==> src/rtl/or_resp_checker_pkg.sv <==
// -----------------------------------------------------------------------------
// or_resp_checker_pkg
// Shared types and constants for the OR-triggered response checker.
//   state_t       : checker FSM states (IDLE, WAIT, DONE)
//   LAT_MAX_LEGAL : largest supported response window, in cycles
//   LAT_W         : width of the window down-counter
// -----------------------------------------------------------------------------
package or_resp_checker_pkg;

   localparam int LAT_MAX_LEGAL = 15;
   localparam int LAT_W         = 4;

   typedef enum logic [1:0] {
      IDLE = 2'd0,
      WAIT = 2'd1,
      DONE = 2'd2
   } state_t;

   // Saturating increment used by the event counters.
   function automatic logic [31:0] sat_inc(input logic [31:0] val, input logic [31:0] max);
      logic [31:0] res;
      res = val;
      if (val < max) begin
         res = val + 32'd1;
      end else begin
         res = max;
      end
      return res;
   endfunction

endpackage

==> src/rtl/or_resp_checker_sat_counter.sv <==
// -----------------------------------------------------------------------------
// sat_counter
// Event counter that stops at all-ones instead of wrapping.
// Ports:
//   clk   : clock
//   rst_n : asynchronous active-low reset, clears the count
//   inc   : count one event this cycle
//   clear : synchronous clear (wins over inc)
//   count : current count, W bits
// -----------------------------------------------------------------------------
module sat_counter
   import or_resp_checker_pkg::*;
#(
   parameter int W = 8
) (
   input  logic         clk,
   input  logic         rst_n,
   input  logic         inc,
   input  logic         clear,
   output logic [W-1:0] count
);

   localparam logic [W-1:0] CNT_MAX = {W{1'b1}};

   logic [W-1:0] r_count;
   logic [W-1:0] w_count_nxt;
   logic [31:0]  w_inc_val;

   assign w_inc_val = sat_inc(32'(r_count), 32'(CNT_MAX));

   // Next-count selection: clear, saturating increment, or hold.
   always_comb begin
      w_count_nxt = r_count;
      if (clear) begin
         w_count_nxt = {W{1'b0}};
      end else if (inc) begin
         w_count_nxt = w_inc_val[W-1:0];
      end else begin
         w_count_nxt = r_count;
      end
   end

   // Count register.
   always_ff @(posedge clk or negedge rst_n) begin
      if (!rst_n) begin
         r_count <= {W{1'b0}};
      end else begin
         r_count <= w_count_nxt;
      end
   end

   assign count = r_count;

endmodule

==> config.mk <==
export PLATFORM = sky130hd
export DESIGN_NAME = sat_counter
export DESIGN_NICKNAME = d
export VERILOG_FILES = /design/src/rtl/or_resp_checker_pkg.sv /design/src/rtl/or_resp_checker_sat_counter.sv
export SDC_FILE = /design/constraint.sdc
export NUM_CORES = 1
export LEC_CHECK = 0
export BUFFER_PORTS_ARGS = -buffer_cell sky130_fd_sc_hd__buf_2
export CAP_MARGIN = 20
export CORE_AREA = 2 2 39 41
export CTS_BUF_LIST = sky130_fd_sc_hd__clkbuf_8
export DETAILED_ROUTE_END_ITERATION = 8
export DIE_AREA = 0 0 41 43
export PLACE_DENSITY = 0.62
export SETUP_SLACK_MARGIN = 0.5
export SYNTH_ARGS = -nofsm -noshare
export SYNTH_HDL_FRONTEND = slang
export SYNTH_SLANG_ARGS = --single-unit
==> constraint.sdc <==
create_clock -name clk -period 3.7 [get_ports clk]
set_input_delay 0.37 -clock clk [delete_from_list [all_inputs] [get_ports clk]]
set_output_delay 0.37 -clock clk [all_outputs]
set_load 0.1 [all_outputs]
---- Yosys cells after proc, flatten, opt, wreduce, memory -nomap -nowiden ----
Cells that the tools add are included.
storage, ports and cells
  input bits .............................. 4
  output and inout bits ................... 8
  flip-flop bits (word level) ............. 8
operators by class
  muxes and demuxes ....................... 3
  $lt $le $gt $ge ......................... 1
  reduce and logical (&&, ||, !) cells .... 1
  $add $sub $neg .......................... 1
operators with widths
  cell                 number
  $mux 8               3
  $add 8x1->8 const B  1
  $lt 8x8->1 const B   1
  $reduce_bool 2->1    1

---- Depth between registers and ports, before layout ----
Gate-level depths: netlist of run 1.
  depth in word-level cells ............... 4
  depth in mapped cells ................... 5
  depth with buffers taken out ............ 4

---- Least setup slack after synthesis of run 1 ----
OpenSTA, ideal clock, no wires.
  path kind ............................... register -> register
  start ................................... register r_count[0] (netlist: count[0])
  end ..................................... register r_count[3] (netlist: count[3])
  clock period less this slack ............ 2,079 ps
  arrival time ............................ 1,980 ps
  setup time .............................. 100 ps
  cell stages (with the launch flop) ...... 6
  path slack .............................. 1,621 ps
  cell sequence ........................... dfrtp_1 -> ha_1 -> and4_1 -> buf_4 -> a21boi_2 -> a311oi_1
on the way
  word-level cells in the longest chain between the ends .. 4
  elaborated cells on any way between the ends .. 5
  classes of those cells .................. add/sub: 1; order compare: 1; mux: 3
RTL lines
  what                                              line                                                  text
  from (decl)                                       or_resp_checker_sat_counter.sv:25                     logic [W-1:0] r_count;
  from (signal assigned)                            or_resp_checker_sat_counter.sv:46                     r_count <= {W{1'b0}};
  from (signal assigned)                            or_resp_checker_sat_counter.sv:48                     r_count <= w_count_nxt;
  $add 8x1->8 / $lt 8x8->1 (equally long branches)  or_resp_checker_pkg.sv:24, or_resp_checker_pkg.sv:23
  $mux 8 *                                          or_resp_checker_pkg.sv:23                             if (val < max) begin
  $mux 8 *                                          or_resp_checker_sat_counter.sv:36                     end else if (inc) begin
  $mux 8 *                                          or_resp_checker_sat_counter.sv:34                     if (clear) begin
Every way passes the cells marked *; elsewhere a longest branch is shown, timed or not. The select of a mux whose other input is x is not followed.
A chain may end at the register's enable or synchronous reset.

---- Worst setup path in the final report of run 1 ----
  start ................................... register r_count[0] (netlist: count[0])
  end ..................................... register r_count[5] (netlist: count[5])
Same word-level chain as after synthesis.

==> metrics.txt, run 1 <==
DR WL/cell 13.0 um; r2r startpoint count[0]; worst slew pin tran 0.490 ns; fin crit share 42.5%; unrepaired setup endpoints after global routing no; status complete, no violations; Post-synth EDFFs 0; Post-Synthesis Cells 47; Num CTS Buffers 3; DP HPWL 694 um; VDD IR max 0.000338 V; Post-Synth XOR/XNOR Area 0%; clock latency on the worst-skew pair 0.23 ns; H-tree levels 1; GR Overflow Total 0; Synth Area in Compound Gates 22.2%; Chip Height 43 um; Yosys top cell area share 45.5%; post-synthesis sequential area ratio 45.5%; adder-cell share of the synthesized area 2.84%; Yosys cell types 20; core area 1380 um^2; max reg flops 8; fin. max-slew vios 0; post-synthesis register bit count 8; area of the multi-input gates 213 um^2; skew final 0.00116 ns; register area 200 um^2; Post-Syn Nets 52; Async SR Flop Fraction 100%; crit path capture type flip-flop; clk sinks 8; clk slew on worst S/H paths 0.04 ns; crit path time final 1.57 ns; # IOs 12; top-count cell post-synth dfrtp_1; largest net degree at the start of global routing 12; Power Total 226 uW; Final Hold Vio Count 0; WS Path Type flip-flop to flip-flop; most frequent cells after synthesis dfrtp_1 (8), a21oi_1 (6), nor3_1 (5); postcts setup bufs 0; crit path DAT 1.67 ns; residual DRC count 0; Initial DRC Count 5; ANT cells 0; main combinational cell family by area after synthesis simple AND/OR/NAND/NOR gates; ys flop type dfrtp_1; final WL 962 um; MaxCap Viol Count 0; synthesized area per cell 9.37 um^2; CP Launch Type flip-flop; Fill cells 141; final setup fails 0; IO buf count 11; share of cells above drive strength 1 25.9%; vias in the first global route 376; relative slew slack 67.6%; gr usage total 13.6%; detailed-route via count 405; routed vias/inst 5.47; placement row count 14; mux cell area share after synthesis 0%; TritonCTS clock tree yes; antenna-violating nets left 0; Fin Setup TNS 0 ns; CP startpoint count[0]; hold crit path type input port to flip-flop; TritonRoute pass-1 iters 3; Final #Nets 65; Pwr Density 417 nW/um^2; Critical Path Fanout Max 7; CTS max path bufs 2; Die Width 41 um; gpl congestion 0.799; Leakage 0.242 nW; HP Start clear; Area Growth Syn to Fin 23.3%; synthesized cell area 440 um^2; WP data required 3.80 ns; Synth warnings 0; Max Freq 636 MHz; antenna violations before repair 0; Synth Area in Simple Gates 23.3%; clk root buf clkbuf_8; first-pass GRT wire length 1.57 mm; Die Area 1760 um^2; Initial Utilization 31.8%; leading area contributor after synthesis dfrtp_1; largest cells by area after synthesis dfrtp_1 (45%), a21oi_1 (6.8%), a211oi_1 (6.8%)
## metal layers
metal	part of all wire, %	up-vias	global-route usage (%)	routed length (um)
met4	0	0	6.67	0
met3	5.3	0	7.85	51
met5	0	-	0	0
li1	-	206	-	-
met2	44	12	17.8	424
met1	51	187	17.4	486
## power breakdown
part	leakage [nW]	switching, mW	internal [mW]
logic	0.111	0.0241	0.00628
clock network	0.0216	0.0327	0.0703
registers	0.110	0.00300	0.0900
## path summary, 6_finish.rpt
kind / to / slack, ns / cells past startpoint
worst max-delay path: count[5] / 2.13 / 4
worst min-delay path: count[1] / 0.42 / 2
worst max register to register: count[5] / 2.13 / 4
worst min register to register: count[7] / 0.53 / 1
max in group asynchronous: count[0] / 3.02 / 2
min in group asynchronous: count[3] / 0.51 / 2
## kinds of logic (layout without fill, tap and decap cells)
kind of cell               count (synthesis)  after routing
and+or+nand+nor                           19             19
AOI/OAI and AO/OA                         14             14
DFF                                        8              8
buffers and inverters                      5             16
adders and majority gates                  1              1
## timing repair
item / in CTS / in global routing
hold buffers: 1 / 0
hold endpoints to repair: 8 / 0
gates resized for setup: 0 / 0
## critical path, stage by stage (launching register included)
cell and delay, ns:
dfrtp_1 0.42, ha_1 0.30, and4_1 0.30, nor4b_1 0.34
nor3_1 0.09
## layout by cell type (no fill, tap or decap)
cell           instances
and3_1                 2
nor3_1                 5
a311oi_1               1
ha_1                   1
inv_1                  1
buf_2                 11
nor4_1                 1
nor4b_1                1
a21boi_2               1
nand3_1                4
and4_1                 1
a41oi_1                2
nand2_1                2
nand4_1                1
a211oi_1               4
clkbuf_8               3
dfrtp_1                8
nor2_1                 2
a21oi_1                6
dlygate4sd3_1          1
## stage by stage
step	util (%)	worst slack (ns)	std cells	hold WS (ns)	cell area, um^2
after floorplan	-	1.62	47	0.0744	440
after global placement	35.5	2.22	70	0.223	492
after detailed placement	35.5	2.16	70	0.223	492
after CTS	39.2	2.14	74	0.423	543
after global routing	39.2	2.03	74	0.422	543
final	39.2	2.13	74	0.418	543
## cell type report
class,instances,share of cell area (%)
timing repair buffer,12,12.0
clock buffer,3,7.60
multi-input combinational,34,39.2
tap,16,3.69
inverter,1,0.691
sequential,8,36.9
(Power assumes the default switching activity.)
==> run 2, diff against run 1 <==
- PLACE_DENSITY: 0.62 -> 0.64
- clock period: 3.7 -> 1.35 ns (I/O delays scaled with it)
==> run 2 against run 1 <==
Sequential power increased to 2.8 times the previous value. Final cell count increased by 12%. Wire length increased by 35%. Count of clock-buffer cells in the layout unchanged. Register-to-register slack got worse by 2.0 ns. Hold slack got worse by 0.21 ns. Critical path type unchanged. Critical endpoint is now count[6].
==> metrics.txt, run 2 (synthesis gave the netlist of run 1 again) <==
fin crit share 91.6% (+49 points); antenna-violating nets left 0 (unchanged); DR WL/cell 15.7 um (+20%); DP Worst Slack 0.00272 ns (-2.16 ns); core area 1380 um^2 (unchanged); IO buf count 11 (unchanged); gr usage total 16.9% (+3.2 points); WS Path Type flip-flop to flip-flop; Power Total 676 uW (+200%); largest net degree at the start of global routing 12 (unchanged); Fin Setup TNS 0 ns (unchanged); Worst path max stage delay 0.48 ns (+0.06 ns); CTS max path bufs 2 (unchanged); detailed-route via count 468 (+16%); worst slew pin tran 0.241 ns (-0.249 ns); Die Width 41 um (unchanged); skew final 0.000232 ns (-0.000931 ns); hold crit path type input port to flip-flop; GR Overflow Total 0 (unchanged); placement row count 14 (unchanged); CP top delay family flip-flops; crit path capture type flip-flop; # IOs 12 (unchanged); MaxCap Viol Count 0 (unchanged); Final #Nets 74 (+14%); Buf/Inv on CP 1 (+1); Max Freq 809 MHz (+27%); Cell Chain, Critical Path ha_4 -> buf_6 -> nand3_1 -> nor3_1 -> a211oi_1; Num CTS Buffers 3 (unchanged); Final Hold Vio Count 0 (unchanged); Initial DRC Count 13 (+8); first-pass GRT wire length 1.97 mm (+26%); Chip Height 43 um (unchanged); PnR worst setup slack 0.114 ns (-2.01 ns); Pwr Density 817 nW/um^2 (+96%); clk sinks 8 (unchanged); max reg flops 8 (unchanged); VDD IR max 0.000676 V (+100%); Die Area 1760 um^2 (unchanged); Critical Path Fanout Max 6 (-1); routed vias/inst 5.64 (+3.0%); WP data required 1.47 ns (-2.33 ns); Area Growth Syn to Fin 87.8%; status complete, no violations; CP Launch Type flip-flop; DP HPWL 797 um (+15%); clk slew on worst S/H paths 0.04 ns (about the same); relative slew slack 83.8% (+16 points); crit path time final 1.24 ns (-0.336 ns); residual DRC count 0 (unchanged); most frequent cells in the layout buf_12 (8), buf_4 (6), a21oi_1 (5), dfrtp_4 (5); ANT cells 0 (unchanged); vias in the first global route 427 (+14%); antenna violations before repair 0 (unchanged); Initial Utilization 31.8% (unchanged); TritonCTS clock tree yes; Leakage 0.298 nW (+23%); most common cell after layout, fill and taps aside buf_12; final setup fails 0 (unchanged); crit path DAT 1.35 ns (-0.32 ns); clk root buf clkbuf_8; share of cells above drive strength 1 61.2% (+35 points); gpl congestion 0.816 (+2.1%); Slowest-stage cell, CP dfrtp_4; TritonRoute pass-1 iters 4 (+1); unrepaired setup endpoints after global routing yes; post-layout util 59.8% (+21 points); fin. max-slew vios 0 (unchanged); final std cells w/o fill 83 (+12%); H-tree levels 1 (unchanged); final WL 1.30 mm (+35%); Cells after DPL 75 (+7.1%); clock latency on the worst-skew pair 0.23 ns (about the same)
-- run 2: what timing repair did --
action                     CTS  global route
gates resized for setup     28             7
hold endpoints to repair     8             0
pin swaps                    7             7
setup endpoints to repair   16            16
hold buffers                 1             0
buffers inserted             3             1
-- run 2: final cells by class --
class | instances | area, um^2
Clock buffer | 3 | 41.3
Fill cell | 107 | 557
Inverter | 1 | 3.75
Multi-Input combinational cell | 34 | 275
Sequential cell | 8 | 223
Tap cell | 16 | 20.0
Timing Repair Buffer | 21 | 264
-- run 2: per-layer routing --
layer | vias up | global-route usage [%] | share of wire (%)
met2 | 12 | 24.1 | 53
met4 | 0 | 8.00 | 0
met5 | - | 0 | 0
li1 | 222 | - | -
met3 | 0 | 3.66 | 4.3
met1 | 234 | 23.3 | 43
-- run 2: worst register-to-register path, stage by stage (launching register included) --
cell and delay [ns]:
dfrtp_4 0.48, ha_4 0.17, buf_6 0.13, nand3_1 0.06, nor3_1 0.05, a211oi_1 0.25
-- run 2: power by group --
part / switching [mW] / total (mW) / internal (mW)
Combinational: 0.0823 / 0.131 / 0.0484
Sequential: 0.00634 / 0.256 / 0.250
Clock: 0.0951 / 0.288 / 0.193
-- run 2: metrics by stage --
step,hold WS (ns),area (um^2)
final,0.206,827
after global routing,0.216,827
after CTS,0.183,785
after detailed placement,-0.0109,613
after global placement,-0.0110,613
after floorplan,-0.161,502
-- run 2: path summary, 6_finish.rpt --
check	from	to	slack [ns]	cells past startpoint
max in group asynchronous	rst_n	count[1]	0.87	2
worst min register to register	count[7]	count[7]	0.55	1
worst max-delay path	count[1]	count[6]	0.11	5
worst max register to register	count[1]	count[6]	0.11	5
worst min-delay path	clear	count[1]	0.21	2
min in group asynchronous	rst_n	count[2]	0.28	2
==> run 3, diff against run 2 <==
- ABC_AREA: not set -> 1
- BUFFER_PORTS_ARGS: -buffer_cell sky130_fd_sc_hd__buf_2 -> not set
- DONT_BUFFER_PORTS: not set -> 1
- PLACE_DENSITY: 0.64 -> 0.62
- SETUP_SLACK_MARGIN: 0.5 -> not set
==> run 3 against run 2 <==
Synthesized cell count rose by 62%. Hold slack got worse by 0.13 ns. Non-clock buffer count fell by 12. Utilization fell by 10 points. Largest cell class unchanged. Largest power group unchanged. Highest routed layer is now met4.
==> metrics.txt, run 3 <==
status complete, no violations; largest cells by area after synthesis dfrtp_1 (39%), nand2_1 (21%), inv_1 (7.3%); Leakage 0.324 nW (+8.6%); Cells after DPL 100 (+33%); gpl congestion 0.791 (-3.0%); fin crit share 92.2% (+0.62 points); met2 wire len 554 um (-19%); H-tree levels 1 (unchanged); antenna violations before repair 0 (unchanged); clk slew on worst S/H paths 0.04 ns (about the same); max reg flops 8 (unchanged); Pwr Density 932 nW/um^2 (+14%); TritonRoute pass-1 iters 4 (unchanged); clk root buf clkbuf_8; CTS Hold Bufs 1 (unchanged); Initial DRC Count 5 (-8); TritonCTS clock tree yes; final setup fails 0 (unchanged); detailed-route via count 502 (+7.3%); Power Total 640 uW (-5.2%); synthesized area per cell 6.78 um^2 (-28%); Yosys top cell area share 38.8% (-6.6 points); residual DRC count 0 (unchanged); CTS max path bufs 2 (unchanged); Initial Utilization 37.3% (+5.4 points); WL met3 59 um (+5.4%); top-count cell post-synth nand2_1; met1 WL 519 um (-6.8%); Post-Synthesis Cells 76 (+62%); Num CTS Buffers 3 (unchanged); WP data required 1.48 ns (about the same); placement row count 14 (unchanged); Cell Chain, Critical Path ha_4 -> nand2_4 -> nor2_4 -> nand2_2 -> nand3_1 -> nand2_1 -> nand2_1; Min Hold Slack 0.0773 ns (-0.128 ns); first-pass GRT wire length 1.95 mm (-0.71%); leading area contributor after synthesis dfrtp_1; DP HPWL 891 um (+12%); WS Path Type flip-flop to flip-flop; clock latency on the worst-skew pair 0.23 ns (about the same); crit path capture type flip-flop; most frequent CP cell nand2_1; Post-CTS Resized 0 (-100%); Fill cells 142 (+33%); Yosys cell types 13 (-35%); crit path time final 1.24 ns (+0.00835 ns); Worst path max stage delay 0.50 ns (+0.02 ns); VDD IR max 0.000702 V (+3.8%); vias in the first global route 467 (+9.4%); clk sinks 8 (unchanged); post-synthesis register bit count 8 (unchanged); MaxCap Viol Count 0 (unchanged); Final #Nets 95 (+28%); Slowest-stage cell, CP dfrtp_4; skew final 0.00243 ns (+0.00220 ns); Die Area 1760 um^2 (unchanged); ys flop type dfrtp_1; gr usage total 17.2% (+0.32 points); DR WL/cell 11.2 um (-29%); post-synthesis sequential area ratio 38.8% (-6.6 points); Area Growth Syn to Fin 33.3%; fin. max-slew vios 0 (unchanged); IO buf count 0 (-11); core area 1380 um^2 (unchanged); most common cell after layout, fill and taps aside nand2_1; worst slew pin tran 0.409 ns (+0.168 ns); Hold Path Depth 3 (+1); Synth warnings 0 (unchanged); # IOs 12 (unchanged); routed vias/inst 4.83 (-14%); synthesized cell area 515 um^2 (+17%); Post-synth EDFFs 0 (unchanged); Async SR Flop Fraction 100% (unchanged); Final Hold Vio Count 0 (unchanged); final WL 1.16 mm (-11%); Max Freq 803 MHz (-0.67%); hold crit path type input port to flip-flop; most frequent cells in the layout nand2_1 (29), inv_1 (10), buf_4 (8); final std cells w/o fill 104 (+25%); Chip Height 43 um (unchanged); Post-Syn Nets 81 (+56%); relative slew slack 72.6% (-11 points); share of cells above drive strength 1 30.7% (-31 points); crit path DAT 1.37 ns (+0.02 ns); Fin Setup TNS 0 ns (unchanged); GR Overflow Total 0 (unchanged); unrepaired setup endpoints after global routing no; CP Launch Type flip-flop; ANT cells 0 (unchanged); postcts setup bufs 0 (-3); Max Used Layer met4; antenna-violating nets left 0 (unchanged); Critical Path Fanout Max 5 (-1); largest net degree at the start of global routing 9 (-3); Die Width 41 um (unchanged); R2R depth 7 (+2); most frequent cells after synthesis nand2_1 (29), inv_1 (10), dfrtp_1 (8)
run 3: changes by cell type in the layout (fill, tap and decap cells not counted), moves of 4 or more:
cell,previous run,this run
nor3_1,4,0
o21ai_0,0,4
buf_12,8,0
inv_1,1,10
a211oi_1,4,0
nor2_1,2,7
nand2_1,2,29
run 3: per-stage QoR:
step	util [%]	instance area, um^2	worst slack [ns]
detailed placement	45.9	636	0.121
global placement	45.9	636	0.139
floorplan	-	556	-0.00256
CTS	49.6	687	0.112
finish	49.6	687	0.105
global route	49.6	687	0.0363
run 3: area by class of cell:
class	count	area, um^2	area share (%)
multi-input cells	58	295	43.0
flip-flops and latches	8	223	32.4
repair buffers	9	70.1	10.2
clock buffers	3	41.3	6.01
inverters	10	37.5	5.46
well taps	16	20.0	2.91
run 3: power by group:
part	switching [mW]	leakage (nW)	internal, mW
logic	0.0620	0.207	0.0188
registers	0.00822	0.0960	0.249
clock network	0.108	0.0216	0.194
run 3: path summary, 6_finish.rpt:
| check | endpoint | start | slack [ns] |
|---|---|---|---|
| max | count[7] | count[1] | 0.11 |
| min | count[3] | inc | 0.08 |
| max reg2reg | count[7] | count[1] | 0.11 |
| min reg2reg | count[5] | count[5] | 0.56 |
| max in group asynchronous | count[3] | rst_n | 0.77 |
| min in group asynchronous | count[2] | rst_n | 0.26 |
run 3: worst max-delay path: cells and delay by family, from the launching register on:
kind | cells | cell delay, ns
fa+ha+maj | 1 | 0.18
simple gates | 6 | 0.46
flops | 1 | 0.50
run 3: kinds of logic after synthesis:
logic type      synth area share (%)
flops                           38.8
simple gates                    43.0
fa+ha+maj                       2.43
buf+inv                         7.28
compound gates                  8.49
run 3: per-layer routing:
layer,track usage [%],up-vias
met4,12.0,0
met2,22.2,13
met5,0,-
met1,23.0,225
li1,-,261
met3,5.76,3
